==> src/rtl/core_pkg.sv <==
`default_nettype none
// ============================================================================
// Module   : core_pkg
// Desc     : Shared RV32I core types: ALU-op and result-source encodings, ID/EX record.
// Revision : 1.0
// ============================================================================
package core_pkg;

  localparam int DATA_W = 32;

  localparam logic [1:0] ALUOP_ADD   = 2'b00;
  localparam logic [1:0] ALUOP_SUB   = 2'b01;
  localparam logic [1:0] ALUOP_FUNCT = 2'b10;

  localparam logic [1:0] RES_SRC_ALU = 2'b00;
  localparam logic [1:0] RES_SRC_MEM = 2'b01;
  localparam logic [1:0] RES_SRC_PC4 = 2'b10;

  typedef struct packed {
    logic              valid;
    logic [DATA_W-1:0] pc;
    logic [DATA_W-1:0] rs1_data;
    logic [DATA_W-1:0] rs2_data;
    logic [DATA_W-1:0] imm;
    logic [4:0]        rs1;
    logic [4:0]        rs2;
    logic [4:0]        rd;
    logic [1:0]        alu_op;
    logic [2:0]        fun3;
    logic              fun7;
    logic              op5;
    logic              alu_src;
    logic              reg_write;
    logic              mem_read;
    logic              mem_write;
    logic              branch;
    logic              jump;
    logic [1:0]        result_src;
  } id_ex_t;

endpackage
`default_nettype wire

==> src/rtl/id_ex_stage_if.sv <==
`default_nettype none
// ============================================================================
// Module   : id_ex_stage_if
// Desc     : Decode-side inputs, writeback bypass and Execute-side outputs of ID/EX.
// Revision : 1.0
// ============================================================================
interface id_ex_stage_if #(
  parameter int XLEN  = 32,
  parameter int CNT_W = 16
);
  logic             id_valid;
  logic [XLEN-1:0]  id_pc, id_rs1_data, id_rs2_data, id_imm;
  logic [4:0]       id_rs1, id_rs2, id_rd;
  logic [1:0]       id_alu_op;
  logic [2:0]       id_fun3;
  logic             id_fun7, id_op5;
  logic             id_alu_src, id_reg_write, id_mem_read, id_mem_write, id_branch, id_jump;
  logic [1:0]       id_result_src;
  logic             ex_redirect;
  logic             wb_reg_write;
  logic [4:0]       wb_rd;
  logic [XLEN-1:0]  wb_data;

  logic             ex_valid;
  logic [XLEN-1:0]  ex_pc, ex_rs1_data, ex_rs2_data, ex_imm;
  logic [4:0]       ex_rs1, ex_rs2, ex_rd;
  logic [1:0]       ex_alu_op;
  logic [2:0]       ex_fun3;
  logic             ex_fun7, ex_op5;
  logic             ex_alu_src, ex_reg_write, ex_mem_read, ex_mem_write, ex_branch, ex_jump;
  logic [1:0]       ex_result_src;
  logic             stall_fd, flush_fd;
  logic [CNT_W-1:0] bubble_count;

  modport master (
    output id_valid, id_pc, id_rs1_data, id_rs2_data, id_imm, id_rs1, id_rs2, id_rd,
           id_alu_op, id_fun3, id_fun7, id_op5, id_alu_src, id_reg_write, id_mem_read,
           id_mem_write, id_branch, id_jump, id_result_src, ex_redirect,
           wb_reg_write, wb_rd, wb_data,
    input  ex_valid, ex_pc, ex_rs1_data, ex_rs2_data, ex_imm, ex_rs1, ex_rs2, ex_rd,
           ex_alu_op, ex_fun3, ex_fun7, ex_op5, ex_alu_src, ex_reg_write, ex_mem_read,
           ex_mem_write, ex_branch, ex_jump, ex_result_src, stall_fd, flush_fd, bubble_count
  );

  modport slave (
    input  id_valid, id_pc, id_rs1_data, id_rs2_data, id_imm, id_rs1, id_rs2, id_rd,
           id_alu_op, id_fun3, id_fun7, id_op5, id_alu_src, id_reg_write, id_mem_read,
           id_mem_write, id_branch, id_jump, id_result_src, ex_redirect,
           wb_reg_write, wb_rd, wb_data,
    output ex_valid, ex_pc, ex_rs1_data, ex_rs2_data, ex_imm, ex_rs1, ex_rs2, ex_rd,
           ex_alu_op, ex_fun3, ex_fun7, ex_op5, ex_alu_src, ex_reg_write, ex_mem_read,
           ex_mem_write, ex_branch, ex_jump, ex_result_src, stall_fd, flush_fd, bubble_count
  );
endinterface
`default_nettype wire

==> src/rtl/id_ex_stage_load_use_detect.sv <==
`default_nettype none
// ============================================================================
// Module   : load_use_detect
// Desc     : Combinational load-use hazard between the load in EX and the instruction in ID.
// Revision : 1.0
// ============================================================================
module load_use_detect (
  input  wire logic       id_valid_i,
  input  wire logic       ex_valid_i,
  input  wire logic       ex_mem_read_i,
  input  wire logic [4:0] ex_rd_i,
  input  wire logic [4:0] id_rs1_i,
  input  wire logic [4:0] id_rs2_i,
  output logic            hz_o
);
  assign hz_o = id_valid_i & ex_valid_i & ex_mem_read_i & (ex_rd_i != 5'd0) &
                ((ex_rd_i == id_rs1_i) | (ex_rd_i == id_rs2_i));
endmodule
`default_nettype wire

==> src/rtl/id_ex_stage.sv <==
`default_nettype none
// ============================================================================
// Module   : id_ex_stage
// Desc     : ID/EX pipeline register with load-use stall, redirect flush and WB bypass.
// Revision : 1.0
// ============================================================================
module id_ex_stage
  import core_pkg::*;
#(
  parameter int XLEN  = 32,
  parameter int CNT_W = 16
) (
  input  wire logic     clk,
  input  wire logic     reset_n,
  id_ex_stage_if.slave  bus
);

  id_ex_t           ex_q, ex_d;
  logic [CNT_W-1:0] cnt_q, cnt_d;
  logic [XLEN-1:0]  rs1_fwd, rs2_fwd;
  logic             hz, byp1, byp2, bubble_cnt;

  load_use_detect u_load_use_detect (
    .id_valid_i    (bus.id_valid),
    .ex_valid_i    (ex_q.valid),
    .ex_mem_read_i (ex_q.mem_read),
    .ex_rd_i       (ex_q.rd),
    .id_rs1_i      (bus.id_rs1),
    .id_rs2_i      (bus.id_rs2),
    .hz_o          (hz)
  );

  assign bus.stall_fd = hz & ~bus.ex_redirect;
  assign bus.flush_fd = bus.ex_redirect;

  // x0 is hard-wired zero, so a write-back to it must never leak into an operand.
  assign byp1 = bus.wb_reg_write & (bus.wb_rd != 5'd0) & (bus.wb_rd == bus.id_rs1);
  assign byp2 = bus.wb_reg_write & (bus.wb_rd != 5'd0) & (bus.wb_rd == bus.id_rs2);
  assign rs1_fwd = byp1 ? bus.wb_data : bus.id_rs1_data;
  assign rs2_fwd = byp2 ? bus.wb_data : bus.id_rs2_data;

  // A stall implies id_valid, so only flushes of an empty slot go uncounted.
  assign bubble_cnt = bus.ex_redirect ? bus.id_valid : hz;

  always_comb begin
    ex_d  = '0;
    cnt_d = cnt_q;
    if (bus.ex_redirect || hz) begin
      ex_d.alu_op     = ALUOP_ADD;
      ex_d.result_src = RES_SRC_ALU;
      if (bubble_cnt && (cnt_q != {CNT_W{1'b1}}))
        cnt_d = cnt_q + 1'b1;
    end else begin
      ex_d.valid      = bus.id_valid;
      ex_d.pc         = bus.id_pc;
      ex_d.rs1_data   = rs1_fwd;
      ex_d.rs2_data   = rs2_fwd;
      ex_d.imm        = bus.id_imm;
      ex_d.rs1        = bus.id_rs1;
      ex_d.rs2        = bus.id_rs2;
      ex_d.rd         = bus.id_rd;
      ex_d.alu_op     = bus.id_alu_op;
      ex_d.fun3       = bus.id_fun3;
      ex_d.fun7       = bus.id_fun7;
      ex_d.op5        = bus.id_op5;
      ex_d.alu_src    = bus.id_alu_src;
      ex_d.reg_write  = bus.id_reg_write;
      ex_d.mem_read   = bus.id_mem_read;
      ex_d.mem_write  = bus.id_mem_write;
      ex_d.branch     = bus.id_branch;
      ex_d.jump       = bus.id_jump;
      ex_d.result_src = bus.id_result_src;
    end
  end

  always_ff @(posedge clk or negedge reset_n) begin
    if (!reset_n) begin
      ex_q  <= '0;
      cnt_q <= '0;
    end else begin
      ex_q  <= ex_d;
      cnt_q <= cnt_d;
    end
  end

  assign bus.ex_valid      = ex_q.valid;
  assign bus.ex_pc         = ex_q.pc;
  assign bus.ex_rs1_data   = ex_q.rs1_data;
  assign bus.ex_rs2_data   = ex_q.rs2_data;
  assign bus.ex_imm        = ex_q.imm;
  assign bus.ex_rs1        = ex_q.rs1;
  assign bus.ex_rs2        = ex_q.rs2;
  assign bus.ex_rd         = ex_q.rd;
  assign bus.ex_alu_op     = ex_q.alu_op;
  assign bus.ex_fun3       = ex_q.fun3;
  assign bus.ex_fun7       = ex_q.fun7;
  assign bus.ex_op5        = ex_q.op5;
  assign bus.ex_alu_src    = ex_q.alu_src;
  assign bus.ex_reg_write  = ex_q.reg_write;
  assign bus.ex_mem_read   = ex_q.mem_read;
  assign bus.ex_mem_write  = ex_q.mem_write;
  assign bus.ex_branch     = ex_q.branch;
  assign bus.ex_jump       = ex_q.jump;
  assign bus.ex_result_src = ex_q.result_src;
  assign bus.bubble_count  = cnt_q;

endmodule
`default_nettype wire

==> src/flat_wrapper.sv <==
// flat-port wrapper written by rule: the top's interface ports become plain ports
module id_ex_stage_flat import core_pkg::*;
#(
  parameter int XLEN  = 32,
  parameter int CNT_W = 16
)
  (clk, reset_n, bus_id_valid, bus_id_pc, bus_id_rs1_data, bus_id_rs2_data, bus_id_imm, bus_id_rs1, bus_id_rs2, bus_id_rd, bus_id_alu_op, bus_id_fun3, bus_id_fun7, bus_id_op5, bus_id_alu_src, bus_id_reg_write, bus_id_mem_read, bus_id_mem_write, bus_id_branch, bus_id_jump, bus_id_result_src, bus_ex_redirect, bus_wb_reg_write, bus_wb_rd, bus_wb_data, bus_ex_valid, bus_ex_pc, bus_ex_rs1_data, bus_ex_rs2_data, bus_ex_imm, bus_ex_rs1, bus_ex_rs2, bus_ex_rd, bus_ex_alu_op, bus_ex_fun3, bus_ex_fun7, bus_ex_op5, bus_ex_alu_src, bus_ex_reg_write, bus_ex_mem_read, bus_ex_mem_write, bus_ex_branch, bus_ex_jump, bus_ex_result_src, bus_stall_fd, bus_flush_fd, bus_bubble_count);
  id_ex_stage_if #(.XLEN(XLEN), .CNT_W(CNT_W)) bus_i ();
  input  wire logic clk;
  input  wire logic reset_n;
  input wire logic [$bits(bus_i.id_valid)-1:0] bus_id_valid;
  input wire logic [$bits(bus_i.id_pc)-1:0] bus_id_pc;
  input wire logic [$bits(bus_i.id_rs1_data)-1:0] bus_id_rs1_data;
  input wire logic [$bits(bus_i.id_rs2_data)-1:0] bus_id_rs2_data;
  input wire logic [$bits(bus_i.id_imm)-1:0] bus_id_imm;
  input wire logic [$bits(bus_i.id_rs1)-1:0] bus_id_rs1;
  input wire logic [$bits(bus_i.id_rs2)-1:0] bus_id_rs2;
  input wire logic [$bits(bus_i.id_rd)-1:0] bus_id_rd;
  input wire logic [$bits(bus_i.id_alu_op)-1:0] bus_id_alu_op;
  input wire logic [$bits(bus_i.id_fun3)-1:0] bus_id_fun3;
  input wire logic [$bits(bus_i.id_fun7)-1:0] bus_id_fun7;
  input wire logic [$bits(bus_i.id_op5)-1:0] bus_id_op5;
  input wire logic [$bits(bus_i.id_alu_src)-1:0] bus_id_alu_src;
  input wire logic [$bits(bus_i.id_reg_write)-1:0] bus_id_reg_write;
  input wire logic [$bits(bus_i.id_mem_read)-1:0] bus_id_mem_read;
  input wire logic [$bits(bus_i.id_mem_write)-1:0] bus_id_mem_write;
  input wire logic [$bits(bus_i.id_branch)-1:0] bus_id_branch;
  input wire logic [$bits(bus_i.id_jump)-1:0] bus_id_jump;
  input wire logic [$bits(bus_i.id_result_src)-1:0] bus_id_result_src;
  input wire logic [$bits(bus_i.ex_redirect)-1:0] bus_ex_redirect;
  input wire logic [$bits(bus_i.wb_reg_write)-1:0] bus_wb_reg_write;
  input wire logic [$bits(bus_i.wb_rd)-1:0] bus_wb_rd;
  input wire logic [$bits(bus_i.wb_data)-1:0] bus_wb_data;
  output wire logic [$bits(bus_i.ex_valid)-1:0] bus_ex_valid;
  output wire logic [$bits(bus_i.ex_pc)-1:0] bus_ex_pc;
  output wire logic [$bits(bus_i.ex_rs1_data)-1:0] bus_ex_rs1_data;
  output wire logic [$bits(bus_i.ex_rs2_data)-1:0] bus_ex_rs2_data;
  output wire logic [$bits(bus_i.ex_imm)-1:0] bus_ex_imm;
  output wire logic [$bits(bus_i.ex_rs1)-1:0] bus_ex_rs1;
  output wire logic [$bits(bus_i.ex_rs2)-1:0] bus_ex_rs2;
  output wire logic [$bits(bus_i.ex_rd)-1:0] bus_ex_rd;
  output wire logic [$bits(bus_i.ex_alu_op)-1:0] bus_ex_alu_op;
  output wire logic [$bits(bus_i.ex_fun3)-1:0] bus_ex_fun3;
  output wire logic [$bits(bus_i.ex_fun7)-1:0] bus_ex_fun7;
  output wire logic [$bits(bus_i.ex_op5)-1:0] bus_ex_op5;
  output wire logic [$bits(bus_i.ex_alu_src)-1:0] bus_ex_alu_src;
  output wire logic [$bits(bus_i.ex_reg_write)-1:0] bus_ex_reg_write;
  output wire logic [$bits(bus_i.ex_mem_read)-1:0] bus_ex_mem_read;
  output wire logic [$bits(bus_i.ex_mem_write)-1:0] bus_ex_mem_write;
  output wire logic [$bits(bus_i.ex_branch)-1:0] bus_ex_branch;
  output wire logic [$bits(bus_i.ex_jump)-1:0] bus_ex_jump;
  output wire logic [$bits(bus_i.ex_result_src)-1:0] bus_ex_result_src;
  output wire logic [$bits(bus_i.stall_fd)-1:0] bus_stall_fd;
  output wire logic [$bits(bus_i.flush_fd)-1:0] bus_flush_fd;
  output wire logic [$bits(bus_i.bubble_count)-1:0] bus_bubble_count;
  assign bus_i.id_valid = bus_id_valid;
  assign bus_i.id_pc = bus_id_pc;
  assign bus_i.id_rs1_data = bus_id_rs1_data;
  assign bus_i.id_rs2_data = bus_id_rs2_data;
  assign bus_i.id_imm = bus_id_imm;
  assign bus_i.id_rs1 = bus_id_rs1;
  assign bus_i.id_rs2 = bus_id_rs2;
  assign bus_i.id_rd = bus_id_rd;
  assign bus_i.id_alu_op = bus_id_alu_op;
  assign bus_i.id_fun3 = bus_id_fun3;
  assign bus_i.id_fun7 = bus_id_fun7;
  assign bus_i.id_op5 = bus_id_op5;
  assign bus_i.id_alu_src = bus_id_alu_src;
  assign bus_i.id_reg_write = bus_id_reg_write;
  assign bus_i.id_mem_read = bus_id_mem_read;
  assign bus_i.id_mem_write = bus_id_mem_write;
  assign bus_i.id_branch = bus_id_branch;
  assign bus_i.id_jump = bus_id_jump;
  assign bus_i.id_result_src = bus_id_result_src;
  assign bus_i.ex_redirect = bus_ex_redirect;
  assign bus_i.wb_reg_write = bus_wb_reg_write;
  assign bus_i.wb_rd = bus_wb_rd;
  assign bus_i.wb_data = bus_wb_data;
  assign bus_ex_valid = bus_i.ex_valid;
  assign bus_ex_pc = bus_i.ex_pc;
  assign bus_ex_rs1_data = bus_i.ex_rs1_data;
  assign bus_ex_rs2_data = bus_i.ex_rs2_data;
  assign bus_ex_imm = bus_i.ex_imm;
  assign bus_ex_rs1 = bus_i.ex_rs1;
  assign bus_ex_rs2 = bus_i.ex_rs2;
  assign bus_ex_rd = bus_i.ex_rd;
  assign bus_ex_alu_op = bus_i.ex_alu_op;
  assign bus_ex_fun3 = bus_i.ex_fun3;
  assign bus_ex_fun7 = bus_i.ex_fun7;
  assign bus_ex_op5 = bus_i.ex_op5;
  assign bus_ex_alu_src = bus_i.ex_alu_src;
  assign bus_ex_reg_write = bus_i.ex_reg_write;
  assign bus_ex_mem_read = bus_i.ex_mem_read;
  assign bus_ex_mem_write = bus_i.ex_mem_write;
  assign bus_ex_branch = bus_i.ex_branch;
  assign bus_ex_jump = bus_i.ex_jump;
  assign bus_ex_result_src = bus_i.ex_result_src;
  assign bus_stall_fd = bus_i.stall_fd;
  assign bus_flush_fd = bus_i.flush_fd;
  assign bus_bubble_count = bus_i.bubble_count;
  id_ex_stage #(.XLEN(XLEN), .CNT_W(CNT_W)) u_core (.clk(clk), .reset_n(reset_n), .bus(bus_i));
endmodule
==> config.mk <==
export PLATFORM = sky130hd
export DESIGN_NAME = id_ex_stage_flat
export DESIGN_NICKNAME = d
export VERILOG_FILES = /design/src/rtl/core_pkg.sv /design/src/rtl/id_ex_stage_if.sv /design/src/rtl/id_ex_stage_load_use_detect.sv /design/src/rtl/id_ex_stage.sv /design/src/flat_wrapper.sv
export SDC_FILE = /design/constraint.sdc
export NUM_CORES = 1
export LEC_CHECK = 0
export CORE_AREA = 3 3 144 146
export CTS_CLUSTER_DIAMETER = 40
export CTS_CLUSTER_SIZE = 14
export DETAILED_ROUTE_END_ITERATION = 10
export DIE_AREA = 0 0 147 149
export GPL_ROUTABILITY_DRIVEN = 0
export GPL_TIMING_DRIVEN = 0
export MAX_ROUTING_LAYER = met4
export PLACE_DENSITY = 0.81
export SKIP_LAST_GASP = 1
export SLEW_MARGIN = 20
export SYNTH_ARGS = -nofsm -noshare
export SYNTH_HDL_FRONTEND = slang
export SYNTH_SLANG_ARGS = --single-unit
export TNS_END_PERCENT = 5
==> constraint.sdc <==
create_clock -name clk -period 2.7 [get_ports clk]
set_input_delay 0.54 -clock clk [delete_from_list [all_inputs] [get_ports clk]]
set_output_delay 0.54 -clock clk [all_outputs]
set_load 0.01 [all_outputs]
==> impl_metrics.py, run 1 <==
metrics = {
    "outcome": {
        "run_status": "finished clean",
    },
    "synthesis": {
        "synth.cells.most_frequent": "175 x dfrtp_1, 95 x and2_1, 70 x nor2_1, 64 x mux2i_1, 21 x xnor2_1",
        "synth_cell_types": 29,
        "syn_area_um2": 6750,
        "synth_area_leaders": "dfrtp_1 65%, mux2i_1 9.5%, and2_1 8.8%, nor2_1 3.9%, xnor2_1 2.7%",
        "syn-instance-count": 516,
        "synth_edf_count": 0,
        "postSynthNetCount": 717,
        "ys_seq_area_share_pct": 64.9,
        "dominantRegCellSynth": "dfrtp_1",
        "average_cell_area_after_synthesis_um2": 13.1,
        "synth.top_cell.area_share_pct": 64.9,
        "ys_warn_count": 0,
        "async_flop_share_pct": 100,
        "synth.largest_area_cell": "dfrtp_1",
        "ys_ff_latch": 175,
        "post-synth-top-count-cell": "dfrtp_1",
    },
    "floorplan": {
        "core_area_um2": 19500,
        "initial_core_util_pct": 34.6,
        "row_cnt": 51,
        "chipHeight_um": 149,
        "pin_count": 377,
        "die_w_um": 147,
        "floorplan.die_area_um2": 21900,
    },
    "sta": {
        "timing.max_slew.rel_slack_pct": 55.3,
        "worst_clock_skew_ps": 10.4,
        "rsz0062_at_grt": "false",
        "timing_worst_slew_pin_value_ps": 665,
        "final-hold-violation-count": 0,
        "finalCritPeriodShare_pct": 93.7,
        "fmax_mhz": 395,
        "setup_viol_count_final": 0,
        "timing.final.crit_period_ps": 2530,
        "maxSlewViolCount": 0,
    },
    "setup_path": {
        "critPathMaxFanout": 3,
        "crit_path_top_delay_cell": "clkdlybuf4s50_1",
        "crit_arrival_ps": 1990,
        "r2r-end": "u_core.bus.ex_pc[18]",
        "crit_path_cell_trace": "clkdlybuf4s50_1, xor2_1, nor3_2, a22oi_2, nor3_1, clkbuf_2",
        "worstSetupPathType": "input pin to output port",
        "worst-r2r-setup-slack_ps": 470,
        "worstSetupStartpointType": "input pin",
        "timing.critical_path.to_type": "output port",
        "critical_path.n_buffers_inverters": 2,
        "timing.critical_path.max_delay_family": "buffers and inverters",
        "worstRegToRegCells": 7,
        "timing.rr.start": "u_core.bus.ex_rd[1]",
        "critPathMaxStageDelay_ps": 490,
        "critical_path_required_ps": 2160,
    },
    "min_path": {
        "hold_path_depth": 1,
        "timing.hold.worst.start": "u_core.bus.bubble_count[10]",
        "worst_hold_path_type": "flop to flop",
        "timing.hold.worst_endpoint": "u_core.bus.bubble_count[10]",
    },
    "layout": {
        "filler_cell_count": 1629,
        "finish.cell_count_without_fillers": 1192,
        "area_growth_pct": 70.5,
        "n_antenna_cell": 0,
        "design.final.nets": 1115,
        "post_route_cells_drive_above_1_share_pct": 7.34,
    },
    "place": {
        "post-place-cells": 1159,
        "place.detailed.hpwl_um": 17200,
        "placement.io_buffers": 376,
    },
    "clock_network": {
        "clkTransAtPathRegs_ps": 60,
        "cts_inserted_buffers": 17,
        "cts-htree-levels": 4,
        "cts_root_buffer": "clkbuf_16",
        "insertion_delay_ps": 420,
        "clkSinkCount": 175,
        "tritoncts": "yes",
        "cts.repair_timing.setup_buffer_count": 0,
        "ctsLongestPathBuffers": 2,
    },
    "power": {
        "report.power.total_mw": 6.45,
        "power_density_nw_per_um2": 560,
        "irDropWorstVdd_mv": 0.394,
        "total_leakage_power_nw": 4.87,
    },
    "job": {
        "drv.max_cap_violation_count": 0,
    },
    "route": {
        "wire_per_inst_um": 18.2,
        "drt_first_pass_iters": 4,
        "totalWireLength_um": 21700,
        "post_drt_via_cell_ratio": 4.39,
        "detail-route-antenna-nets": 0,
        "remaining_drc_errors": 0,
        "iteration_0_drc_markers": 147,
        "vias": 5233,
    },
    "global_routing": {
        "global_route_wire_length_before_repair_um": 32600,
        "grt_pass1_vias": 5693,
        "global_route.overflow_total": 0,
        "grt_max_degree": 75,
        "global_route.usage.total_pct": 20.1,
        "grt_antenna_before_repair": 0,
    },
}
## cell families (layout without fill, tap and decap cells)
| group | Yosys count | in the layout | share of synthesized area (%) |
|---|---|---|---|
| xor+xnor | 35 | 35 | 4.54 |
| buf+inv | 27 | 438 | 3.09 |
| fa+ha+maj | 1 | 1 | 0.185 |
| mux | 65 | 65 | 9.66 |
| flops | 175 | 175 | 64.9 |
| compound gates | 4 | 4 | 0.964 |
| simple gates | 209 | 209 | 16.7 |
## metal layers
metal	share of wire, %	global-route usage [%]	up-vias
li1	-	-	2476
met1	37	21.9	2509
met2	53	35.1	222
met3	7.7	6.68	26
met4	2.3	6.43	0
met5	0	-	-
## registers in the layout, summed over array words and instances, names as in the netlist, 2 cells and up
signal and count:
u_core.bus.ex_imm 32, u_core.bus.ex_pc 32, u_core.bus.ex_rs1_data 32, u_core.bus.ex_rs2_data 32, u_core.bus.bubble_count 16, u_core.bus.ex_rd 5
u_core.bus.ex_rs1 5, u_core.bus.ex_rs2 5, u_core.bus.ex_fun3 3, u_core.bus.ex_alu_op 2, u_core.bus.ex_result_src 2
## through the flow
| stage | utilization (%) | hold WS (ps) | TNS [ps] | instance area [µm²] | setup WS, ps |
|---|---|---|---|---|---|
| after floorplan | - | 244 | 0 | 6750 | 770 |
| after global placement | 55.5 | 482 | -1065880 | 10800 | -6070 |
| after detailed placement | 55.9 | 422 | -5610 | 10900 | -343 |
| after CTS | 58.9 | 497 | 0 | 11500 | 1.87 |
| after global routing | 58.9 | 503 | 0 | 11500 | 62.2 |
| final | 58.9 | 490 | 0 | 11500 | 171 |
## cells in the final DEF, fill, tap and decap left out, types with 2 or more instances in the layout
master / n
buf_4: 2
buf_16: 2
nor4_2: 2
and3_1: 9
clkinv_2: 2
nor2_1: 70
inv_8: 2
dfrtp_1: 175
clkdlybuf4s50_1: 373
nand2_1: 3
nor3_2: 2
xnor2_1: 21
clkbuf_16: 17
mux2i_1: 64
inv_6: 4
xor2_1: 14
clkinv_8: 2
nand3_1: 14
buf_2: 8
clkbuf_1: 5
nand4_1: 6
nor2_2: 2
buf_6: 12
and2_1: 95
clkinv_4: 2
## worst max-delay path by stage
stage	startpoint	to	slack (ps)	cells past startpoint
5_1_grt	bus_wb_rd[1]	u_core.bus.ex_rs2_data[12]	60	7
6_report	bus_id_rs2[2]	bus_stall_fd	170	6
4_1_cts	bus_id_rs1[1]	bus_stall_fd	2	6
3_3_place_gp	reset_n	u_core.bus.ex_pc[23]	-6070	1
2_1_floorplan	u_core.bus.ex_rd[1]	u_core.bus.ex_rs1_data[0]	770	7
3_5_place_dp	bus_id_rs2[0]	bus_stall_fd	-340	6
## layout make-up
class	instances	area [µm²]	share of cell area [%]
Timing Repair Buffer	379	3830	33.3
Clock inverter	14	155	1.35
Inverter	1	3.75	0.0326
Multi-Input combinational cell	314	2170	18.9
Clock buffer	18	429	3.73
Tap cell	265	332	2.88
Sequential cell	175	4380	38.1
Buffer	26	205	1.78
## report_power, final
group / internal, mW / switching (mW) / total, mW
Clock: 1.31 / 1.11 / 2.42
Combinational: 0.700 / 0.435 / 1.14
Sequential: 2.79 / 0.0998 / 2.89
## repair_timing
| action | 4_1_cts | 5_1_grt |
|---|---|---|
| resized for setup | 4 | 3 |
| hold buffers | 1 | 0 |
| endpoints found under the hold margin | 32 | 0 |
| gates cloned | 0 | 0 |
| endpoints found under the setup margin | 1 | 1 |
Note: power is estimated with default switching activity, not from simulation.
==> run 2, diff against run 1 <==
CORE_AREA = 2 2 147 149   (was 3 3 144 146)
DIE_AREA = 0 0 149 151   (was 0 0 147 149)
PLACE_DENSITY = 0.77   (was 0.81)
SETUP_SLACK_MARGIN = 0.4   (was unset)
==> run 2 against run 1 <==
Final cell count rose by 1.4%. Hold slack got worse by 410 ps. Global-route usage fell by 1.3 points. Register-to-register slack got worse by 20 ps. Wire length fell by 3.0%. Clock skew rose by 0.58 ps. Core utilization fell by 3.5 points. Critical endpoint is now u_core.bus.ex_rs2_data[29]. Largest power group unchanged.
==> impl_metrics.py, run 2 (synthesis gave the netlist of run 1 again) <==
metrics = {
    "clock_network": {
        "clkSinkCount": 175,
        "ctsLongestPathBuffers": 2,
        "insertion_delay_ps": 420,
        "clkTransAtPathRegs_ps": 70,
        "cts_hold_repair.buffers": 0,
        "cts_root_buffer": "clkbuf_16",
        "cts-htree-levels": 4,
        "tritoncts": "yes",
        "cts_inserted_buffers": 17,
    },
    "sta": {
        "timing.max_slew.rel_slack_pct": 59.0,
        "timing_worst_slew_pin_value_ps": 615,
        "fmax_mhz": 426,
        "rsz0062_at_grt": "true",
        "fin_setup_tns_ps": 0,
        "hold_slack_ps": 83.1,
        "worst_clock_skew_ps": 11.0,
        "final-hold-violation-count": 0,
        "setup_viol_count_final": 0,
        "finalCritPeriodShare_pct": 87.0,
        "timing.final.crit_period_ps": 2350,
        "maxSlewViolCount": 0,
    },
    "global_routing": {
        "global_route_wire_length_before_repair_um": 30200,
        "grt_pass1_vias": 5454,
        "grt_antenna_before_repair": 3,
        "global_route.overflow_total": 0,
        "global_route.usage.total_pct": 18.9,
        "grt_max_degree": 96,
    },
    "setup_path": {
        "timing.critical_path.to_type": "flop",
        "worst-r2r-setup-slack_ps": 450,
        "timing.critical_path.max_delay_family": "simple AND/OR/NAND/NOR gates",
        "crit_path_top_delay_cell": "or4_1",
        "crit_arrival_ps": 2670,
        "critPathMaxFanout": 10,
        "crit_path_cell_trace": "clkdlybuf4s50_1, or4_1, o21ai_1, nor4_4, buf_2, mux2i_1, nor2_1",
        "worstSetupStartpointType": "input pin",
        "critical_path_required_ps": 3030,
        "r2r-end": "u_core.bus.ex_fun3[0]",
        "worstRegToRegCells": 6,
        "worstSetupPathType": "input pin to flop",
        "timing.rr.start": "u_core.bus.ex_rd[1]",
        "critPathMaxStageDelay_ps": 540,
        "critical_path.n_buffers_inverters": 2,
    },
    "floorplan": {
        "core_area_um2": 20800,
        "chipHeight_um": 151,
        "floorplan.die_area_um2": 22500,
        "row_cnt": 53,
        "initial_core_util_pct": 32.4,
        "die_w_um": 149,
        "pin_count": 377,
    },
    "route": {
        "remaining_drc_errors": 0,
        "post_drt_via_cell_ratio": 4.31,
        "totalWireLength_um": 21000,
        "iteration_0_drc_markers": 145,
        "wire_per_inst_um": 17.4,
        "drt_first_pass_iters": 6,
        "detail-route-antenna-nets": 0,
        "vias": 5211,
    },
    "power": {
        "power_density_nw_per_um2": 561,
        "total_leakage_power_nw": 4.88,
        "irDropWorstVdd_mv": 0.391,
    },
    "place": {
        "place.detailed.hpwl_um": 16500,
        "placement.io_buffers": 376,
    },
    "layout": {
        "design.final.nets": 1119,
        "mostFrequentLayoutCell": "clkdlybuf4s50_1",
        "most-common-layout-cells": "363 x clkdlybuf4s50_1, 172 x dfrtp_1, 95 x and2_1",
        "area_growth_pct": 70.9,
        "filler_cell_count": 1789,
        "post_route_cells_drive_above_1_share_pct": 7.95,
    },
    "job": {
        "drv.max_cap_violation_count": 0,
    },
    "min_path": {
        "worst_hold_path_type": "input pin to async pin",
    },
    "outcome": {
        "run_status": "finished clean",
    },
}
-- run 2: cell type report --
class	instances	area [µm²]	area share, %
timing repair buffer	383	3820	33.1
clock inverter	13	151	1.31
antenna	3	7.51	0.0651
multi-input combinational	314	2180	18.9
sequential	175	4380	38.0
clock buffer	19	433	3.75
tap	275	344	2.98
buffer	26	214	1.85
inverter	1	3.75	0.0325
-- run 2: how the worst max path moves through the flow --
stage                   startpoint                         end  depth (start not counted)
2_1_floorplan  u_core.bus.ex_rd[1]   u_core.bus.ex_rs1_data[0]                          7
5_1_grt        u_core.bus.ex_rd[2]       u_core.bus.ex_fun3[0]                          6
3_5_place_dp          bus_wb_rd[0]  u_core.bus.ex_rs1_data[29]                          7
4_1_cts               bus_wb_rd[0]  u_core.bus.ex_rs2_data[29]                          7
6_report              bus_wb_rd[0]  u_core.bus.ex_rs2_data[29]                          7
3_3_place_gp               reset_n        u_core.bus.ex_branch                          1
-- run 2: through the flow --
stage | utilization [%] | worst slack, ps | cell area, µm² | power, mW | std cells
2_1_floorplan | - | 770 | 6750 | 3.27 | 516
3_3_place_gp | 52.2 | -6100 | 10900 | 4.05 | 1167
3_5_place_dp | 52.3 | -363 | 10900 | 4.08 | 1168
4_1_cts | 55.3 | 306 | 11500 | 6.58 | 1205
5_1_grt | 55.4 | 275 | 11500 | 6.79 | 1209
6_report | 55.4 | 352 | 11500 | 6.47 | 1209
-- run 2: timing repair --
| action | CTS | global route |
|---|---|---|
| pin swaps | 3 | 1 |
| setup endpoints to repair | 87 | 95 |
| cloned | 0 | 0 |
| setup buffers | 5 | 1 |
| hold endpoints to repair | 0 | 0 |
| gates resized for setup | 22 | 4 |
-- run 2: layer usage --
| layer | track usage, % | vias to the layer above | wire length (µm) |
|---|---|---|---|
| li1 | - | 2483 | - |
| met1 | 20.9 | 2450 | 8040 |
| met2 | 32.8 | 246 | 11000 |
| met3 | 5.15 | 32 | 1430 |
| met4 | 6.76 | 0 | 573 |
| met5 | - | - | 0 |
-- run 2: power by group --
part,total [mW],internal (mW),leakage (nW),switching [mW]
clock,2.46,1.38,0.277,1.08
combinational,1.13,0.695,2.34,0.434
sequential,2.89,2.79,2.26,0.0988
==> run 3, diff against run 2 <==
clock period = 2.3 ns   (was 2.7 ns; I/O delays follow)
==> run 3 against run 2 <==
The flow now finishes with violations (hold timing). Clock-buffer cell count is the same. Global-route usage is 0.18 points higher. Sequential share of layout area fell by 0.87 points. Hold slack worse by 100 ps. Die area stayed put. Setup slack got worse by 250 ps. Clock power grew 18%. Final cell count rose by 1.2%. Critical path type is now flop to output port. Largest cell class unchanged. Largest power group unchanged.
==> impl_metrics.py, run 3 (synthesis gave the netlist of run 1 again) <==
metrics = {
    "outcome": {
        "run_status": "complete, but fails checks",
        "violations": "hold timing",
    },
    "power": {
        "power_density_nw_per_um2": 649,
        "report.power.total_mw": 7.66,
        "power.sequential.fraction_pct": 44.2,
        "irDropWorstVdd_mv": 0.443,
        "p_switching_mw": 1.95,
        "power_switching_share_pct": 25.5,
        "intPower_mw": 5.71,
        "total_leakage_power_nw": 5.02,
        "power.share.combinational_pct": 17.8,
        "share_clk_of_total_power_pct": 38.0,
    },
    "global_routing": {
        "global_route.usage.total_pct": 19.1,
        "grt_pass1_vias": 5613,
        "global_route_wire_length_before_repair_um": 31000,
        "global_route.overflow_total": 0,
        "grt_max_degree": 96,
        "grt_antenna_before_repair": 4,
    },
    "floorplan": {
        "floorplan.die_area_um2": 22500,
        "row_cnt": 53,
        "initial_core_util_pct": 32.4,
        "chipHeight_um": 151,
        "die_w_um": 149,
        "core_area_um2": 20800,
        "pin_count": 377,
    },
    "setup_path": {
        "timing.rr.start": "u_core.bus.ex_rd[1]",
        "timing.critical_path.to_type": "output port",
        "crit_arrival_ps": 1740,
        "worstSetupStartpointType": "flop",
        "cp-startpoint": "u_core.bus.ex_rd[1]",
        "critical_path_required_ps": 1840,
        "worstSetupPathType": "flop to output port",
        "critPathMaxFanout": 4,
    },
    "route": {
        "vias": 5335,
        "iteration_0_drc_markers": 158,
        "wire_per_inst_um": 17.6,
        "detail-route-antenna-nets": 0,
        "post_drt_via_cell_ratio": 4.36,
        "drt_first_pass_iters": 4,
        "totalWireLength_um": 21600,
        "remaining_drc_errors": 0,
    },
    "place": {
        "post-place-cells": 1168,
        "pre_cts_setup_slack_ps": -688,
        "place_area_um2": 10900,
        "placement.io_buffers": 376,
        "place.detailed.hpwl_um": 16600,
    },
    "min_path": {
        "worst_hold_path_type": "input pin to async pin",
    },
    "layout": {
        "post_route_cells_drive_above_1_share_pct": 11.1,
        "most-common-layout-cells": "359 x clkdlybuf4s50_1, 171 x dfrtp_1, 94 x and2_1",
        "finish.cell_count_without_fillers": 1224,
        "area_growth_pct": 75.0,
        "design.final.nets": 1133,
        "filler_cell_count": 1811,
        "mostFrequentLayoutCell": "clkdlybuf4s50_1",
        "fin_area_um2": 11800,
    },
    "clock_network": {
        "tritoncts": "yes",
        "insertion_delay_ps": 420,
        "cts-htree-levels": 4,
        "ctsLongestPathBuffers": 2,
        "cts_root_buffer": "clkbuf_16",
        "clkTransAtPathRegs_ps": 70,
        "cts_inserted_buffers": 17,
        "clkSinkCount": 175,
    },
    "sta": {
        "maxSlewViolCount": 0,
        "finalCritPeriodShare_pct": 95.7,
        "timing.max_slew.rel_slack_pct": 57.0,
        "timing.final.crit_period_ps": 2200,
        "final-hold-violation-count": 3,
        "fmax_mhz": 454,
        "worst_clock_skew_ps": 11.8,
        "setup_viol_count_final": 0,
        "rsz0062_at_grt": "true",
        "timing_worst_slew_pin_value_ps": 644,
        "final.setup.worst_slack_ps": 98.8,
        "hold_slack_ps": -20.9,
    },
    "job": {
        "drv.max_cap_violation_count": 0,
    },
}
-- run 3: cell count changes in the layout (fill, tap and decap cells not counted), moves of 4 or more --
cell             before  now
buf_6                12   16
nand3_1              14   10
buf_4                 9   19
clkbuf_1              5    1
dlygate4sd2_1        11   15
clkdlybuf4s50_1     363  359
-- run 3: critical path, stage by stage, from the launching register on --
cell,delay (ps)
dfrtp_2,440
or4_4,580
nor2_2,100
nor3_1,50
buf_2,150
-- run 3: cell type report --
type                            count  area (µm²)  share of cell area (%)
Clock buffer                       19         453                    3.83
Sequential cell                   175        4380                    37.1
Timing Repair Buffer              397        3970                    33.6
Clock inverter                     13         145                    1.23
Antenna cell                        4        10.0                  0.0847
Buffer                             26         248                    2.10
Inverter                            1        3.75                  0.0318
Tap cell                          275         344                    2.91
Multi-Input combinational cell    314        2260                    19.1
-- run 3: final timing paths --
check / slack, ps / depth (start not counted) / end
max: 100 / 4 / bus_stall_fd
min: -20 / 1 / u_core.bus.ex_rs1_data[7]
max reg2reg: 170 / 7 / u_core.bus.ex_rs1_data[5]
min reg2reg: 490 / 1 / u_core.bus.bubble_count[14]
max in group asynchronous: 1410 / 2 / u_core.bus.ex_rd[0]
min in group clk: 490 / 1 / u_core.bus.bubble_count[14]
-- run 3: per-layer routing --
layer | track usage (%) | wire, µm | up-vias
li1 | - | - | 2513
met1 | 21.1 | 8240 | 2551
met2 | 33.2 | 11200 | 242
met3 | 5.63 | 1570 | 29
met4 | 5.95 | 555 | 0
met5 | - | 0 | -
-- run 3: through the flow --
step | hold slack (ps) | TNS, ps | util, %
floorplan | 164 | 0 | -
global placement | 483 | -1195970 | 52.2
detailed placement | 488 | -78030 | 52.3
CTS | 31.9 | 0 | 55.8
global route | 30.2 | 0 | 56.7
finish | -20.9 | 0 | 56.7
-- run 3: timing repair --
action | in CTS | in global routing
gates cloned | 0 | 3
pin swaps | 5 | 7
resized for setup | 40 | 22
hold buffers | 0 | 0
endpoints found under the setup margin | 189 | 197
setup buffers | 10 | 7
-- run 3: power groups by stage --
| stage | sequential, mW | combinational (mW) | clock, mW |
|---|---|---|---|
| 2_1_floorplan | 3.54 | 0.309 | 0 |
| 3_3_place_gp | 3.44 | 1.31 | 0 |
| 3_5_place_dp | 3.45 | 1.34 | 0 |
| 4_1_cts | 3.39 | 1.35 | 3.00 |
| 5_1_grt | 3.41 | 1.47 | 3.15 |
| 6_report | 3.39 | 1.37 | 2.91 |
